--- src/rtl/serial_adder_ctrl_if.sv ---
// serial_adder_ctrl_if: operand/result handshake bundle; SERIAL_ADDER_SUB_EN adds the sub select
interface serial_adder_ctrl_if #(parameter int WIDTH = 8);
  logic             in_valid;
  logic             in_ready;
  logic [WIDTH-1:0] a;
  logic [WIDTH-1:0] b;
  logic             c_in;
`ifdef SERIAL_ADDER_SUB_EN
  logic             sub;
`endif
  logic             out_valid;
  logic             out_ready;
  logic [WIDTH-1:0] sum;
  logic             c_out;
  logic             busy;
  modport master (
    output in_valid, a, b, c_in,
`ifdef SERIAL_ADDER_SUB_EN
    output sub,
`endif
    output out_ready,
    input  in_ready, out_valid, sum, c_out, busy
  );
  modport slave (
    input  in_valid, a, b, c_in,
`ifdef SERIAL_ADDER_SUB_EN
    input  sub,
`endif
    input  out_ready,
    output in_ready, out_valid, sum, c_out, busy
  );
endinterface

--- src/rtl/serial_adder_ctrl.sv ---
// serial_adder_ctrl: bit-serial LSB-first adder sharing one full adder; SERIAL_ADDER_SUB_EN enables a - b
module serial_adder_ctrl #(
  parameter int WIDTH = 8
) (
  input logic               clk,
  input logic               rst_n,
  serial_adder_ctrl_if.slave bus
);
  localparam int CW = $clog2(WIDTH) + 1;
  typedef enum logic [1:0] {IDLE, RUN, DONE} state_t;
  state_t           state_q, state_d;
  logic [WIDTH-1:0] a_sh, b_sh, sum_sh, sum_q, sum_nx, b_ld;
  logic [CW-1:0]    cnt;
  logic             carry, c_out_q, c_ld, fa_sum, fa_carry, last;
`ifdef SERIAL_ADDER_SUB_EN
  assign b_ld = bus.sub ? ~bus.b : bus.b;
  assign c_ld = bus.sub | bus.c_in;
`else
  assign b_ld = bus.b;
  assign c_ld = bus.c_in;
`endif
  assign fa_sum   = a_sh[0] ^ b_sh[0] ^ carry;
  assign fa_carry = (a_sh[0] & b_sh[0]) | (carry & (a_sh[0] ^ b_sh[0]));
  assign last     = cnt == CW'(WIDTH - 1);
  // new bit enters at the MSB; the shift form stays legal for WIDTH=1
  assign sum_nx   = (sum_sh >> 1) | (WIDTH'(fa_sum) << (WIDTH - 1));
  assign bus.sum   = sum_q;
  assign bus.c_out = c_out_q;
  always_comb begin
    state_d       = state_q;
    bus.in_ready  = 1'b0;
    bus.out_valid = 1'b0;
    bus.busy      = 1'b0;
    state_d       = state_q == IDLE ? (bus.in_valid ? RUN : IDLE)
                  : state_q == RUN  ? (last ? DONE : RUN)
                  : bus.out_ready   ? IDLE : DONE;
    bus.in_ready  = state_q == IDLE;
    bus.out_valid = state_q == DONE;
    bus.busy      = state_q == RUN;
  end
  always_ff @(posedge clk) begin
    if (!rst_n) state_q <= IDLE;
    else        state_q <= state_d;
  end
  always_ff @(posedge clk) begin
    if (!rst_n) begin
      a_sh    <= '0;
      b_sh    <= '0;
      sum_sh  <= '0;
      sum_q   <= '0;
      c_out_q <= 1'b0;
      carry   <= 1'b0;
      cnt     <= '0;
    end else if (state_q == IDLE && bus.in_valid) begin
      a_sh  <= bus.a;
      b_sh  <= b_ld;
      carry <= c_ld;
      cnt   <= '0;
    end else if (state_q == RUN) begin
      a_sh   <= a_sh >> 1;
      b_sh   <= b_sh >> 1;
      sum_sh <= sum_nx;
      carry  <= fa_carry;
      cnt    <= cnt + CW'(1);
      if (last) begin
        sum_q   <= sum_nx;
        c_out_q <= fa_carry;
      end
    end
  end
endmodule

--- src/flat_wrapper.sv ---
// flat-port wrapper written by rule: the top's interface ports become plain ports
module serial_adder_ctrl_flat 
#(
  parameter int WIDTH = 8
)
  (clk, rst_n, bus_in_valid, bus_a, bus_b, bus_c_in, bus_out_ready, bus_in_ready, bus_out_valid, bus_sum, bus_c_out, bus_busy);
  serial_adder_ctrl_if #(.WIDTH(WIDTH)) bus_i ();
  input logic clk;
  input logic rst_n;
  input wire logic [$bits(bus_i.in_valid)-1:0] bus_in_valid;
  input wire logic [$bits(bus_i.a)-1:0] bus_a;
  input wire logic [$bits(bus_i.b)-1:0] bus_b;
  input wire logic [$bits(bus_i.c_in)-1:0] bus_c_in;
  input wire logic [$bits(bus_i.out_ready)-1:0] bus_out_ready;
  output wire logic [$bits(bus_i.in_ready)-1:0] bus_in_ready;
  output wire logic [$bits(bus_i.out_valid)-1:0] bus_out_valid;
  output wire logic [$bits(bus_i.sum)-1:0] bus_sum;
  output wire logic [$bits(bus_i.c_out)-1:0] bus_c_out;
  output wire logic [$bits(bus_i.busy)-1:0] bus_busy;
  assign bus_i.in_valid = bus_in_valid;
  assign bus_i.a = bus_a;
  assign bus_i.b = bus_b;
  assign bus_i.c_in = bus_c_in;
  assign bus_i.out_ready = bus_out_ready;
  assign bus_in_ready = bus_i.in_ready;
  assign bus_out_valid = bus_i.out_valid;
  assign bus_sum = bus_i.sum;
  assign bus_c_out = bus_i.c_out;
  assign bus_busy = bus_i.busy;
  serial_adder_ctrl #(.WIDTH(WIDTH)) u_core (.clk(clk), .rst_n(rst_n), .bus(bus_i));
endmodule
--- config.mk ---
export PLATFORM = sky130hd
export DESIGN_NAME = serial_adder_ctrl_flat
export DESIGN_NICKNAME = d
export VERILOG_FILES = /design/src/rtl/serial_adder_ctrl_if.sv /design/src/rtl/serial_adder_ctrl.sv /design/src/flat_wrapper.sv
export SDC_FILE = /design/constraint.sdc
export NUM_CORES = 1
export LEC_CHECK = 0
export BUFFER_PORTS_ARGS = -buffer_cell sky130_fd_sc_hd__buf_2
export CAP_MARGIN = 40
export CORE_MARGIN = 2
export CORE_UTILIZATION = 50
export CTS_CLUSTER_DIAMETER = 40
export DETAILED_ROUTE_END_ITERATION = 16
export PLACE_DENSITY = 0.78
export SYNTH_ARGS = -nofsm -noshare
export SYNTH_HDL_FRONTEND = slang
export SYNTH_SLANG_ARGS = --single-unit
--- constraint.sdc ---
create_clock -name clk -period 1.6 [get_ports clk]
set_input_delay 0.32 -clock clk [delete_from_list [all_inputs] [get_ports clk]]
set_output_delay 0.32 -clock clk [all_outputs]
set_load 0.1 [all_outputs]
==> impl_metrics.tcl <==
set metrics [dict create \
    status "finished, final reports clean" \
    antenna_left 0 \
    antenna_found_initial 0 \
    hold_path_class "input port to flop" \
    grt_use_total_pct 17.7 \
    ys_warn_count 0 \
    num-fill-cells 291 \
    clk_pin_slew_ns 0.11 \
    row_count 21 \
    chipWidth_um 62.9 \
    syn-num-nets 219 \
    antennaDiodeCount 0 \
    crit_arrival_ns 1.22 \
    max_slew_margin_pct 67.8 \
    avgSynthCellArea_um2 8.84 \
    core_um2 3340 \
    dp.cells 268 \
    ff_latch_area_um2 781 \
    synth_top_area_cell "dfxtp_1" \
    yosys_register_bits 39 \
    setup_violations 0 \
    finClkSkew_ns 0.00425 \
    grt_first_pass_wirelength_um 5600 \
    h-tree-depth 2 \
    postLayoutSetupSlackWorst_ns 0.0629 \
    synth_edf_count 0 \
    cts_root_buf "clkbuf_4" \
    synth_cells 196 \
    cap_violations 0 \
    fin_cells 278 \
    start_util_pct 51.9 \
    drtIter0Drc 69 \
    rsz0062_at_grt "no" \
    first_pass_iters 4 \
    worst_ir_drop_vdd_mv 0.620 \
    grt_max_degree 28 \
    dp_hpwl_um 2250 \
    tightest_slew_ns 0.486 \
    cellLeakagePower_uw 0.000842 \
    yosys-top-cells-count "dfxtp_1 (39), nand2_1 (34), a21oi_1 (22), inv_1 (17)" \
    synth_most_common_cell "dfxtp_1" \
    pin_count 33 \
    drc 0 \
    synth_top_area_share_pct 45.1 \
    drt_wl_total_um 3270 \
    synth-main-ff-cell "dfxtp_1" \
    cts.path.max_buffers 2 \
    async_reset_ff_share_pct 0 \
    cts.sinks 39 \
    die_h_um 62.9 \
    vias 1429 \
    post-route-period-util_pct 96.1 \
    cp_max_fo 24 \
    slew_violations 0 \
    synth_cell_type_count 28 \
    io_buffers 32 \
    crit_type "flop to output pin" \
    syn2layout_area_growth_pct 21.5 \
    clock_latency_ns 0.34 \
    fin_nets 254 \
    ys_seq_area_share_pct 45.1 \
    place_ws_ns 0.318 \
    crit_chain "buf_8 -> nor2_4 -> buf_12" \
    holdBufCountCts 0 \
    cts_made_buffers 5 \
    grt-ovfl-total 0 \
    wl_per_cell_um 11.8 \
    synthTopCellsByArea "dfxtp_1 (45%), o221a_2 (9.7%), nand2_1 (7.4%)" \
    via_per_inst 5.14 \
    slowest_stage "dfxtp_1" \
    slowest_delay_ns 0.36 \
    cts_tree "yes" \
    min_period_ns 1.54 \
    power_density_nw_per_um2 895 \
    fmax_mhz 651 \
    cp_data_required_time_ns 1.28 \
    gp_congestion 0.765 \
    crit_path_start_kind "flop" \
    die_area_um2 3950 \
    multiInputGateArea_um2 825 \
    end_kind "output pin" \
    drive_gt1_share_pct 30.6 \
    synth_area_um2 1730 \
    first_global_vias 1317 \
    hold_viol 0 \
]
layer usage:
metal  up-vias  wire length (um)  global-route usage, %
li1        750                 -                      -
met1       651              1560                   22.3
met2        23              1530                   28.1
met3         5               127                   4.32
met4         0                53                   9.17
met5         -                 0                      0
repair_timing:
action / CTS / global route
pin swaps: 0 / 0
endpoints found under the setup margin: 1 / 3
gates resized for setup: 2 / 3
buffers inserted: 2 / 0
logic make-up after synthesis:
kind of cell / after synthesis / synth area share, %
simple gates: 67 / 19.3
compound gates: 46 / 20.2
flops: 39 / 45.1
buf+inv: 33 / 8.37
mux: 9 / 5.20
fa+ha+maj: 2 / 1.88
power by group:
group          internal, uW  total, uW  switching (uW)
logic                   129        277             148
clock network           259        562             304
registers              1020       1040            28.6
worst paths after layout:
kind                     startpoint                 to  slack, ns  depth (start not counted)
setup reg to reg  u_core.state_q[1]      u_core.cnt[2]       0.23                          5
hold reg to reg   u_core.bus.sum[7]  u_core.bus.sum[7]       0.46                          2
hold / removal             bus_b[7]     u_core.b_sh[7]       0.24                          3
setup / recovery  u_core.state_q[0]       bus_in_ready       0.06                          3
registers in the layout (all words and copies together) (netlist names):
register / count
u_core.a_sh: 8
u_core.b_sh: 8
u_core.bus.c_out: 1
u_core.bus.sum: 8
u_core.carry: 1
u_core.cnt: 4
u_core.state_q: 2
u_core.sum_sh: 7
placed cells by master, fill, tap and decap left out, types with 5 or more instances in the layout:
cell type | synthesis | final
clkbuf_4 | 0 | 5
buf_4 | 4 | 10
mux2i_1 | 9 | 9
nor3b_1 | 15 | 15
buf_2 | 4 | 29
nor2_1 | 8 | 7
dfxtp_1 | 39 | 39
nand2_1 | 34 | 34
a21oi_1 | 22 | 22
inv_1 | 17 | 17
o221a_2 | 15 | 15
critical path: cells and delay by family, from the launching register on:
family	cells	cell delay [ns]
AND/OR/NAND/NOR	1	0.14
buffers and inverters	2	0.37
flip-flops	1	0.36
final cells by class:
cell class,count,share of cell area [%]
Multi-Input combinational cell,124,39.2
Clock buffer,8,3.27
Tap cell,46,2.73
Timing Repair Buffer,44,14.7
Inverter,17,3.03
Sequential cell,39,37.1
metrics by stage:
stage	total power [uW]	utilization, %	TNS, ns	area (um^2)	hold slack, ns
after floorplan	1250	-	-0.117	1750	0.437
after global placement	1330	60.1	0	2000	0.440
after detailed placement	1340	60.1	0	2000	0.444
after CTS	1900	62.8	0	2100	0.234
after global routing	1970	63.1	0	2110	0.246
final	1880	63.1	0	2110	0.236
No activity file was read; power rests on OpenSTA's default activity.
